`src/rtl/parity_engine.sv`:
```
// rtl/parity_engine.sv - parity generator/checker with one-deep output register
// Optional error counter and sticky flag: define PARITY_ENGINE_ERR_CNT_EN.
module parity_engine #(
  parameter int WIDTH_DATA = 8,
  parameter int CNT_W      = 8
) (
  input  logic                  CLK,
  input  logic                  RST,
  input  logic [WIDTH_DATA-1:0] IN_DATA,
  input  logic                  IN_VALID,
  output logic                  IN_READY,
  input  logic                  IN_MODE,
  input  logic [1:0]            PAR_TYP,
  input  logic                  PAR_EN,
  input  logic                  RX_PAR_BIT,
  output logic [WIDTH_DATA-1:0] OUT_DATA,
  output logic                  OUT_PAR_BIT,
  output logic                  OUT_PAR_ERR,
  output logic                  OUT_VALID,
  input  logic                  OUT_READY,
  input  logic                  CNT_CLR,
  output logic [CNT_W-1:0]      ERR_CNT,
  output logic                  STICKY_ERR
);

  localparam logic [1:0] TYP_EVEN = 2'b00;
  localparam logic [1:0] TYP_ODD  = 2'b01;
  localparam logic [1:0] TYP_MARK = 2'b10;

  logic [WIDTH_DATA-1:0] r_out_data;
  logic                  r_out_par_bit;
  logic                  r_out_par_err;
  logic                  r_out_valid;

  logic w_in_ready;
  logic w_accept;
  logic w_exp;
  logic w_err;

  // A full register may be drained and refilled on the same edge.
  assign w_in_ready = !r_out_valid || OUT_READY;
  assign w_accept   = IN_VALID && w_in_ready;

  always_comb begin
    w_exp = 1'b0;
    if (PAR_EN) begin
      case (PAR_TYP)
        TYP_EVEN: w_exp = ^IN_DATA;
        TYP_ODD:  w_exp = ~^IN_DATA;
        TYP_MARK: w_exp = 1'b1;
        default:  w_exp = 1'b0;
      endcase
    end
  end

  assign w_err = IN_MODE && PAR_EN && (RX_PAR_BIT != w_exp);

  always_ff @(posedge CLK) begin
    if (RST) begin
      r_out_valid   <= 1'b0;
      r_out_data    <= '0;
      r_out_par_bit <= 1'b0;
      r_out_par_err <= 1'b0;
    end else if (w_accept) begin
      r_out_valid   <= 1'b1;
      r_out_data    <= IN_DATA;
      r_out_par_bit <= w_exp;
      r_out_par_err <= w_err;
    end else if (OUT_READY) begin
      r_out_valid   <= 1'b0;
    end
  end

`ifdef PARITY_ENGINE_ERR_CNT_EN
  logic [CNT_W-1:0] r_err_cnt;
  logic             r_sticky_err;

  // Clear beats a coincident error; the counter never wraps.
  always_ff @(posedge CLK) begin
    if (RST || CNT_CLR) begin
      r_err_cnt    <= '0;
      r_sticky_err <= 1'b0;
    end else if (w_accept && w_err) begin
      if (r_err_cnt != {CNT_W{1'b1}}) begin
        r_err_cnt <= r_err_cnt + 1'b1;
      end
      r_sticky_err <= 1'b1;
    end
  end

  assign ERR_CNT    = r_err_cnt;
  assign STICKY_ERR = r_sticky_err;
`else
  logic w_unused_cnt_clr;

  assign w_unused_cnt_clr = CNT_CLR;
  assign ERR_CNT          = '0;
  assign STICKY_ERR       = 1'b0;
`endif

  assign IN_READY    = w_in_ready;
  assign OUT_DATA    = r_out_data;
  assign OUT_PAR_BIT = r_out_par_bit;
  assign OUT_PAR_ERR = r_out_par_err;
  assign OUT_VALID   = r_out_valid;

endmodule

```
`config.mk`:
```
export PLATFORM = sky130hd
export DESIGN_NAME = parity_engine
export DESIGN_NICKNAME = d
export VERILOG_FILES = /design/src/rtl/parity_engine.sv
export SDC_FILE = /design/constraint.sdc
export NUM_CORES = 1
export LEC_CHECK = 0
export BUFFER_PORTS_ARGS = -buffer_cell sky130_fd_sc_hd__buf_2
export CAP_MARGIN = 20
export CELL_PAD_IN_SITES_DETAIL_PLACEMENT = 2
export CELL_PAD_IN_SITES_GLOBAL_PLACEMENT = 2
export CORE_MARGIN = 5
export CORE_UTILIZATION = 20
export DETAILED_ROUTE_END_ITERATION = 10
export PLACE_DENSITY = 0.76
export SLEW_MARGIN = 20
export SYNTH_ARGS = -nofsm -noshare
export SYNTH_HDL_FRONTEND = slang
export SYNTH_SLANG_ARGS = --single-unit
```
`constraint.sdc`:
```
create_clock -name CLK -period 1.5 [get_ports CLK]
set_clock_uncertainty 0.15 [all_clocks]
set_input_delay 0.15 -clock CLK [delete_from_list [all_inputs] [get_ports CLK]]
set_output_delay 0.15 -clock CLK [all_outputs]
set_load 0.05 [all_outputs]
```
== Word level (Yosys, flattened, before mapping) ==
Cells that the tools add are included.
Storage, ports and cells
  register bits: 11
  word-level logic and storage cells: 20
Cells by class
  eq/ne operators: 3
  muxes and demuxes: 4
  reductions and logical operators: 9
Operators by type and width (number)
  $reduce_xnor 8->1: 1
  $reduce_xor 8->1: 1
  $logic_and 1x1->1: 3
  $mux 1: 3
  $pmux 1 s3: 1
  $eq 2x1->1 const B: 1
  $eq 2x2->1 const B: 1
  $logic_not 2->1: 1
  $reduce_bool 2->1: 1
  $logic_not 1->1: 1
  $logic_or 1x1->1: 1
  $ne 1x1->1: 1

== Longest topological paths before layout ==
Gate-level depths: netlist of the first run.
  depth in word-level cells: 5
  gate-level depth with buffers: 5
  gate-level depth less buffers: 5

== Worst setup path before layout of the first run ==
Ideal clock, no wire load.
  path type: register to register
  start: register r_out_valid, in the netlist OUT_VALID
  end: register r_out_data[0], in the netlist OUT_DATA[0]
  library setup time: 0.070 ns
  arrival: 1.853 ns
  setup slack: -0.574 ns
  stages on the path, launching flop included: 6
  buffers on the path: 1
  cells stage by stage: dfxtp_1 nand2b_1 nand2_1 clkbuf_1 nand2_1 a21oi_1
On the way
  cells in the longest elaborated chain, start to end: 3
RTL lines
  start: declaration: line 33  | logic r_out_valid;
  start signal: assignment: line 60  | r_out_valid <= 1'b0;
  start signal: assignment: line 65  | r_out_valid <= 1'b1;
  start signal: assignment: line 70  | r_out_valid <= 1'b0;
  $logic_not 1->1: line 41  | assign w_in_ready = !r_out_valid || OUT_READY;
  $logic_or 1x1->1: line 41
  via IN_READY: line 11  | output logic IN_READY,
  $logic_and 1x1->1: line 42  | assign w_accept = IN_VALID && w_in_ready;
  end signal: assignment: line 61  | r_out_data <= '0;
  end signal: assignment: line 66  | r_out_data <= IN_DATA;
  end: declaration: line 30  | logic [WIDTH_DATA-1:0] r_out_data;
The timed path passes the listed nets, and every way through them passes these cells.
A chain may end at the register's enable or synchronous reset.

== Worst setup path after layout of the first run ==
  start: register r_out_valid, in the netlist OUT_VALID
  end: register r_out_par_bit, in the netlist OUT_PAR_BIT
On the way
  cells in the longest elaborated chain, start to end: 3
RTL lines
  $logic_not 1->1: line 41
  $logic_or 1x1->1: line 41
  $logic_and 1x1->1: line 42
  end signal: assignment: line 67  | r_out_par_bit <= w_exp;
  end: declaration: line 31  | logic r_out_par_bit;
No other way between the ends.

==> summary.md, run 1 <==
| Metric | Value |
|---|---|
| H-tree depth | `1` |
| Post-synth ARST share | `0%` |
| Die area | `4290 µm²` |
| Top-count cell post-synth | `nand2_1` |
| Sequential fraction of the synthesis area | `35.8%` |
| Vias per cell | `4.32` |
| Max Slew Vio Count | `0` |
| Syn Area/Cell | `7.60 µm²` |
| Global-route wire length before repair | `3350 µm` |
| # hold bufs at CTS | `6` |
| Routability Congestion | `0.728` |
| Routed Antenna Nets | `0` |
| Critical path peak fanout | `6` |
| Clk Latency, worst-skew pair | `0.26 ns` |
| Post-Syn Instances | `81` |
| Worst r2r src | `OUT_VALID$_SDFFE_PP0P_` |
| Antenna violations before repair | `0` |
| Yosys top cell area share | `35.8%` |
| Worst VDD drop | `0.000305 V` |
| Residual overflow from global routing | `0` |
| Synth area leaders | `dfxtp_1 36%, buf_4 11%, nand2_1 11%` |
| Arrival time at the worst endpoint | `1.45 ns` |
| Crit-path cells | `nand2b_4 -> nand2_1 -> buf_4 -> nor4b_1 -> o21ai_0 -> nand3_1` |
| Post-CTS Setup Inserts | `0` |
| GRT Total Usage | `10.1%` |
| Logic depth of the worst path, buffers included | `6` |
| CP max stage delay | `0.35 ns` |
| Max Buffers Root-to-Sink | `2` |
| Final period util | `92.4%` |
| Yosys reg bits | `11` |
| Setup_tns | `0 ns` |
| Fmax achieved | `722 MHz` |
| FF-to-FF setup slack | `0.11 ns` |
| Crit path buffers/inverters | `1` |
| Chip width | `65.5 µm` |
| Post-synth top area cell | `dfxtp_1` |
| TritonCTS clock tree | `done` |
| Post-layout min period | `1.39 ns` |
| Layout cells sized above 1 | `33.6%` |
| HP Class | `input pin to register` |
| Final Util | `29.2%` |
| RSZ-0062 raised after global routing | `no` |
| Syn. warnings | `0` |
| Critical path class | `register to register` |
| Critical path endpoint | `OUT_PAR_BIT$_SDFFE_PP0P_` |
| WHS Path Cells | `3` |
| Top FF cell, synth | `dfxtp_1` |
| CP endpoint kind | `register` |
| Leak pwr | `0.000415 µW` |
| CP Launch Type | `register` |
| Number of port buffers | `28` |
| Number of global-route vias before repair | `726` |
| DR pass1 iterations | `3` |
| Count of final hold-check violations | `0` |
| DRC viols | `0` |
| Root Driver | `clkbuf_4` |
| CTS clk-pin slew, worst paths | `0.07 ns` |
| Final Worst Setup Slack | `0.114 ns` |
| Synth top cells by count | `18 x nand2_1, 11 x dfxtp_1, 9 x a21oi_1, 9 x buf_4` |
| Area Overhead vs Synth | `42.5%` |
| Crit path launch | `OUT_VALID$_SDFFE_PP0P_` |
| Routed WL | `1980 µm` |
| EDFF count, synth | `0` |
| Nets | `138` |
| Initial drt markers | `17` |
| Setup Viol. Count Final | `0` |
| Detail Placement HPWL | `1590 µm` |
| Core area | `3000 µm²` |
| Cts bufs inserted | `3` |
| Max-Cap Viols | `0` |
| # resized after CTS | `0` |
| R2r endpoint | `OUT_PAR_BIT$_SDFFE_PP0P_` |
| Cell area after layout | `877 µm²` |
| # rows | `20` |
| Library cells used by synthesis | `22` |
| Worst r2r path cells | `6` |
| Post-DP Area | `790 µm²` |
| Worst EP required | `1.56 ns` |
| Antenna diodes | `0` |
| Largest net degree at the start of global routing | `12` |
| Fillers | `381` |
| DP Worst Slack | `-0.0891 ns` |
| DIE HEIGHT | `65.5 µm` |
| Via count | `657` |
| Wire per inst | `13.0 µm` |
| Total clock sinks | `11` |
| Io pins | `39` |
| Status | `finished clean` |
| CP max-delay cell | `dfxtp_4` |
| Hold_sp | `IN_DATA[2]` |
| Initial core utilization | `20.5%` |
| PD cells | `932 nW/µm²` |
| Crit-path leading delay family | `simple AND/OR/NAND/NOR gates` |
| Post-Syn Area | `616 µm²` |
[report_power, final]
part / leakage (µW) / switching (µW) / total (µW) / internal, µW
clock network: 0.0000177 / 101 / 200 / 98.5
registers: 0.0000910 / 8.89 / 318 / 309
logic: 0.000306 / 203 / 299 / 96.5
total: 0.000415 / 313 / 817 / 504
[worst reg2reg max path, stage by stage (launching register included)]
cell	delay [ns]
dfxtp_4	0.35
nand2b_4	0.07
nand2_1	0.12
buf_4	0.18
nor4b_1	0.24
o21ai_0	0.13
nand3_1	0.09
[stage by stage]
step,hold WS [ns],power (µW),cells
after detailed placement,0.257,614,142
after global placement,0.243,606,142
after CTS,0.00233,836,152
final,0.0177,817,152
after global routing,0.0209,871,152
after floorplan,0.119,539,89
[cell type report]
type / count / area (µm²) / area share, %
multi-input cells: 64 / 347 / 39.5
clock inverters: 1 / 5.00 / 0.571
repair buffers: 38 / 230 / 26.2
inverters: 2 / 7.51 / 0.856
clock buffers: 3 / 22.5 / 2.57
well taps: 33 / 41.3 / 4.71
flip-flops and latches: 11 / 224 / 25.5
[cell usage in the layout, fill, tap and decap left out]
cell type      count
and2_1             2
clkbuf_4           3
a211oi_1           1
nor4b_1            1
nand3_1            6
nand2b_4           1
buf_4              4
buf_2             28
conb_1             9
xor2_1             1
a31oi_1            1
inv_1              2
a21oi_1            9
o211ai_1           1
o21ai_0            1
clkinv_2           1
or4_1              1
or3b_2             2
dfxtp_4            1
dfxtp_1           10
xnor2_1            6
nand2_1           18
nor2_1             3
a2111o_1           1
dlygate4sd3_1      6
[sequential cells by signal (all words and copies together) (netlist names)]
signal / cells
OUT_DATA: 8
OUT_VALID: 1
OUT_PAR_ERR: 1
OUT_PAR_BIT: 1
[logic make-up after synthesis]
kind of cell,after synthesis,synth area share [%]
flops,11,35.8
buf+inv,14,14.0
xor+xnor,7,9.96
simple gates,34,26.2
compound gates,14,13.4
other cells,1,0.609
[worst min path at each step]
stage                                          end
after floorplan             OUT_VALID$_SDFFE_PP0P_
after global placement      OUT_VALID$_SDFFE_PP0P_
after detailed placement    OUT_VALID$_SDFFE_PP0P_
after CTS                 OUT_DATA[2]$_SDFFE_PP0P_
after global routing      OUT_DATA[2]$_SDFFE_PP0P_
final                     OUT_DATA[2]$_SDFFE_PP0P_
[per-layer routing]
layer / track usage (%) / vias to the layer above / wire (µm) / part of all wire [%]
met5: 0 / - / 0 / 0
met4: 3.11 / 0 / 0 / 0
met3: 2.22 / 0 / 97 / 4.9
met2: 18.3 / 17 / 1120 / 57
met1: 11.7 / 314 / 758 / 38
li1: - / 326 / - / -
Note: power is estimated with default switching activity, not from simulation.
==> run 2, diff against run 1 <==
ABC_AREA = 1   (was default)
CAP_MARGIN = 0   (was 20)
CORE_ASPECT_RATIO = 1.5   (was default)
CORE_UTILIZATION = 21   (was 20)
PLACE_DENSITY = 0.78   (was 0.76)
==> run 2 against run 1 <==
First-iteration DRC count down 82%. Maximum frequency up 0.98%. Clock power up 49%. Synthesized cell count up 37%. Sequential share of layout area down 1.7 points. Combinational power up 7.0%. Cell area up 7.3%. Largest power group unchanged. Highest routed layer is now met4.
==> summary.md, run 2 <==
| Metric | Value |
|---|---|
| Status | `finished clean` |
| EDFF count, synth | `0 (unchanged)` |
| Critical path class | `register to register` |
| H-tree depth | `1 (unchanged)` |
| Worst r2r src | `OUT_VALID$_SDFFE_PP0P_` |
| TritonCTS clock tree | `done` |
| Largest net degree at the start of global routing | `17 (+5)` |
| Commonest non-fill, non-tap cell in the layout | `nand2_1` |
| Max-Cap Viols | `0 (unchanged)` |
| Number of port buffers | `28 (unchanged)` |
| Top FF cell, synth | `dfxtp_1` |
| Setup Viol. Count Final | `0 (unchanged)` |
| Synth area leaders | `dfxtp_1 31%, nand2_1 17%, buf_4 9.4%` |
| Number of global-route vias before repair | `839 (+16%)` |
| Critical path peak fanout | `16 (+10)` |
| DR pass1 iterations | `2 (-1)` |
| Fillers | `436 (+14%)` |
| Library cells used by synthesis | `17 (-23%)` |
| Routability Congestion | `0.648 (-11%)` |
| # rows | `26 (+30%)` |
| Antenna diodes | `0 (unchanged)` |
| GRT Total Usage | `9.94% (-0.17 points)` |
| Routed WL | `2130 µm (+7.8%)` |
| Count of final hold-check violations | `0 (unchanged)` |
| Wire per inst | `11.7 µm (-10%)` |
| HP Class | `input pin to register` |
| R2r endpoint | `OUT_DATA[2]$_SDFFE_PP0P_` |
| GR Layer Usage met2 | `19.0% (+0.67 points)` |
| Via count | `764 (+16%)` |
| Chip width | `57.8 µm (-12%)` |
| Post-synth ARST share | `0% (unchanged)` |
| DRC viols | `0 (unchanged)` |
| Critical path endpoint | `OUT_DATA[2]$_SDFFE_PP0P_` |
| Post-synth top area cell | `dfxtp_1` |
| PD cells | `1000 nW/µm² (+7.6%)` |
| Syn. warnings | `0 (unchanged)` |
| Total clock sinks | `11 (unchanged)` |
| Final period util | `91.5% (-0.89 points)` |
| Arrival time at the worst endpoint | `1.37 ns (-0.08 ns)` |
| Core area | `3350 µm² (+12%)` |
| Initial core utilization | `21.4% (+0.93 points)` |
| Overall power | `943 µW (+15%)` |
| Leak pwr | `0.000518 µW (+25%)` |
| CP max stage delay | `0.37 ns (+0.02 ns)` |
| Detail Placement HPWL | `1870 µm (+17%)` |
| Initial drt markers | `3 (-14)` |
| Cts bufs inserted | `3 (unchanged)` |
| Io pins | `39 (unchanged)` |
| Grt met1 use | `8.65% (-3.1 points)` |
| Max Buffers Root-to-Sink | `2 (unchanged)` |
| Setup_tns | `0 ns (unchanged)` |
| Crit path launch | `OUT_VALID$_SDFFE_PP0P_` |
| Post-Syn Area | `718 µm² (+17%)` |
| FF-to-FF setup slack | `0.13 ns (about the same)` |
| CP endpoint kind | `register` |
| Largest register FFs | `8 (unchanged)` |
| Clk Latency, worst-skew pair | `0.24 ns (-0.02 ns)` |
| Global-route wire length before repair | `3480 µm (+3.7%)` |
| Yosys reg bits | `11 (unchanged)` |
| Most frequent cells in the layout | `31 x nand2_1, 28 x buf_2, 16 x inv_1` |
| Die area | `4710 µm² (+9.9%)` |
| Worst r2r path cells | `4 (-2)` |
| DIE HEIGHT | `81.6 µm (+25%)` |
| # hold bufs at CTS | `0 (-6)` |
| GRT busiest layer | `met2` |
| Post-layout min period | `1.37 ns (-0.0134 ns)` |
| Routed Antenna Nets | `0 (unchanged)` |
| Synth top cells by count | `32 x nand2_1, 17 x inv_1, 14 x nor2_1, 11 x dfxtp_1, 9 x buf_4` |
| Worst VDD drop | `0.000332 V (+8.6%)` |
| Crit-path leading delay family | `flip-flops` |
| Yosys top cell area share | `30.7% (-5.1 points)` |
| Post-CTS Setup Inserts | `0 (unchanged)` |
| Crit path buffers/inverters | `1 (unchanged)` |
| Vias per cell | `4.17 (-3.4%)` |
| Post-Syn Instances | `111 (+37%)` |
| Fmax achieved | `729 MHz (+0.98%)` |
| Worst EP required | `1.49 ns (-0.07 ns)` |
| Top-count cell post-synth | `nand2_1` |
| Residual overflow from global routing | `0 (unchanged)` |
| Layout cells sized above 1 | `29.8% (-3.8 points)` |
| Antenna violations before repair | `0 (unchanged)` |
| CTS clk-pin slew, worst paths | `0.05 ns (-0.02 ns)` |
| Nets | `160 (+16%)` |
| CP Launch Type | `register` |
| Root Driver | `clkbuf_8` |
| Crit-path cells | `nand2_8 -> nand2_1 -> clkinvlp_4 -> a211oi_1` |
| RSZ-0062 raised after global routing | `no` |
| Logic depth of the worst path, buffers included | `4 (-2)` |
| Met3 GRT Util | `1.89% (-0.34 points)` |
| Sequential fraction of the synthesis area | `30.7% (-5.1 points)` |
| Area Overhead vs Synth | `31.0%` |
| Max Slew Vio Count | `0 (unchanged)` |
| CP max-delay cell | `dfxtp_4` |
| Syn Area/Cell | `6.47 µm² (-15%)` |
==> run 2: changes by cell type after synthesis, moves of 3 or more <==
cell | previous run | this run
a211oi_1 | 1 | 7
a21oi_1 | 9 | 3
inv_1 | 2 | 17
nand2_1 | 18 | 32
nand2_2 | 0 | 3
nand3_1 | 6 | 3
nand3_2 | 0 | 3
nor2_1 | 3 | 14
xnor2_1 | 6 | 2
==> run 2: worst min path at each step <==
stage | startpoint | to | depth (start not counted)
floorplan | RST | OUT_DATA[1]$_SDFFE_PP0P_ | 1
global route | IN_DATA[1] | OUT_DATA[1]$_SDFFE_PP0P_ | 3
detailed placement | IN_DATA[1] | OUT_DATA[1]$_SDFFE_PP0P_ | 3
global placement | IN_DATA[2] | OUT_DATA[2]$_SDFFE_PP0P_ | 3
CTS | IN_DATA[1] | OUT_DATA[1]$_SDFFE_PP0P_ | 3
finish | IN_DATA[1] | OUT_DATA[1]$_SDFFE_PP0P_ | 3
==> run 2: cells by family after synthesis <==
group | count (synthesis) | share of synthesized area (%)
AND/OR/NAND/NOR | 56 | 33.8
buffers and inverters | 28 | 19.5
AO/OA/AOI/OAI | 11 | 10.6
flip-flops | 11 | 30.7
XOR/XNOR | 4 | 4.88
other | 1 | 0.522
==> run 2: final cells by class <==
class                      instances  area (µm²)  area share, %
clock buffer                       4        45.0           4.79
inverter                          17        67.6           7.18
multi-input combinational         80         404           43.0
sequential                        11         224           23.8
tap                               42        52.6           5.59
timing repair buffer              29         148           15.7
==> run 2: layer usage <==
metal | part of all wire (%) | vias up
met5 | 0 | -
met4 | 2.2 | 0
met3 | 5.3 | 5
met2 | 56 | 27
met1 | 37 | 350
li1 | - | 382
==> run 2: report_power, final <==
| group | internal [µW] | switching (µW) | leakage, µW | total, µW |
|---|---|---|---|---|
| Clock | 187 | 111 | 0.0000228 | 297 |
| Combinational | 80.2 | 240 | 0.000404 | 320 |
| Sequential | 314 | 11.7 | 0.0000916 | 325 |
| Total | 580 | 363 | 0.000518 | 943 |
==> run 2: worst register-to-register path: stages (launching register included) <==
cell and delay [ns]:
dfxtp_4 0.37, nand2_8 0.05, nand2_1 0.12, clkinvlp_4 0.27, a211oi_1 0.31
==> run 2: through the flow <==
step / hold WS (ns) / instances / area [µm²] / util, % / setup WS (ns)
2_1_floorplan: 0.0785 / 119 / 768 / - / 0.0481
3_3_place_gp: 0.278 / 179 / 892 / 26.6 / 0.0905
3_5_place_dp: 0.297 / 179 / 892 / 26.6 / -0.00864
4_1_cts: 0.0409 / 183 / 937 / 28.0 / 0.0654
5_1_grt: 0.0544 / 183 / 941 / 28.1 / 0.0211
6_report: 0.0462 / 183 / 941 / 28.1 / 0.127
==> run 2: timing repair <==
| item | in CTS | in global routing |
|---|---|---|
| gates resized for setup | 0 | 1 |
| endpoints found under the setup margin | 0 | 1 |
| endpoints found under the hold margin | 0 | 0 |
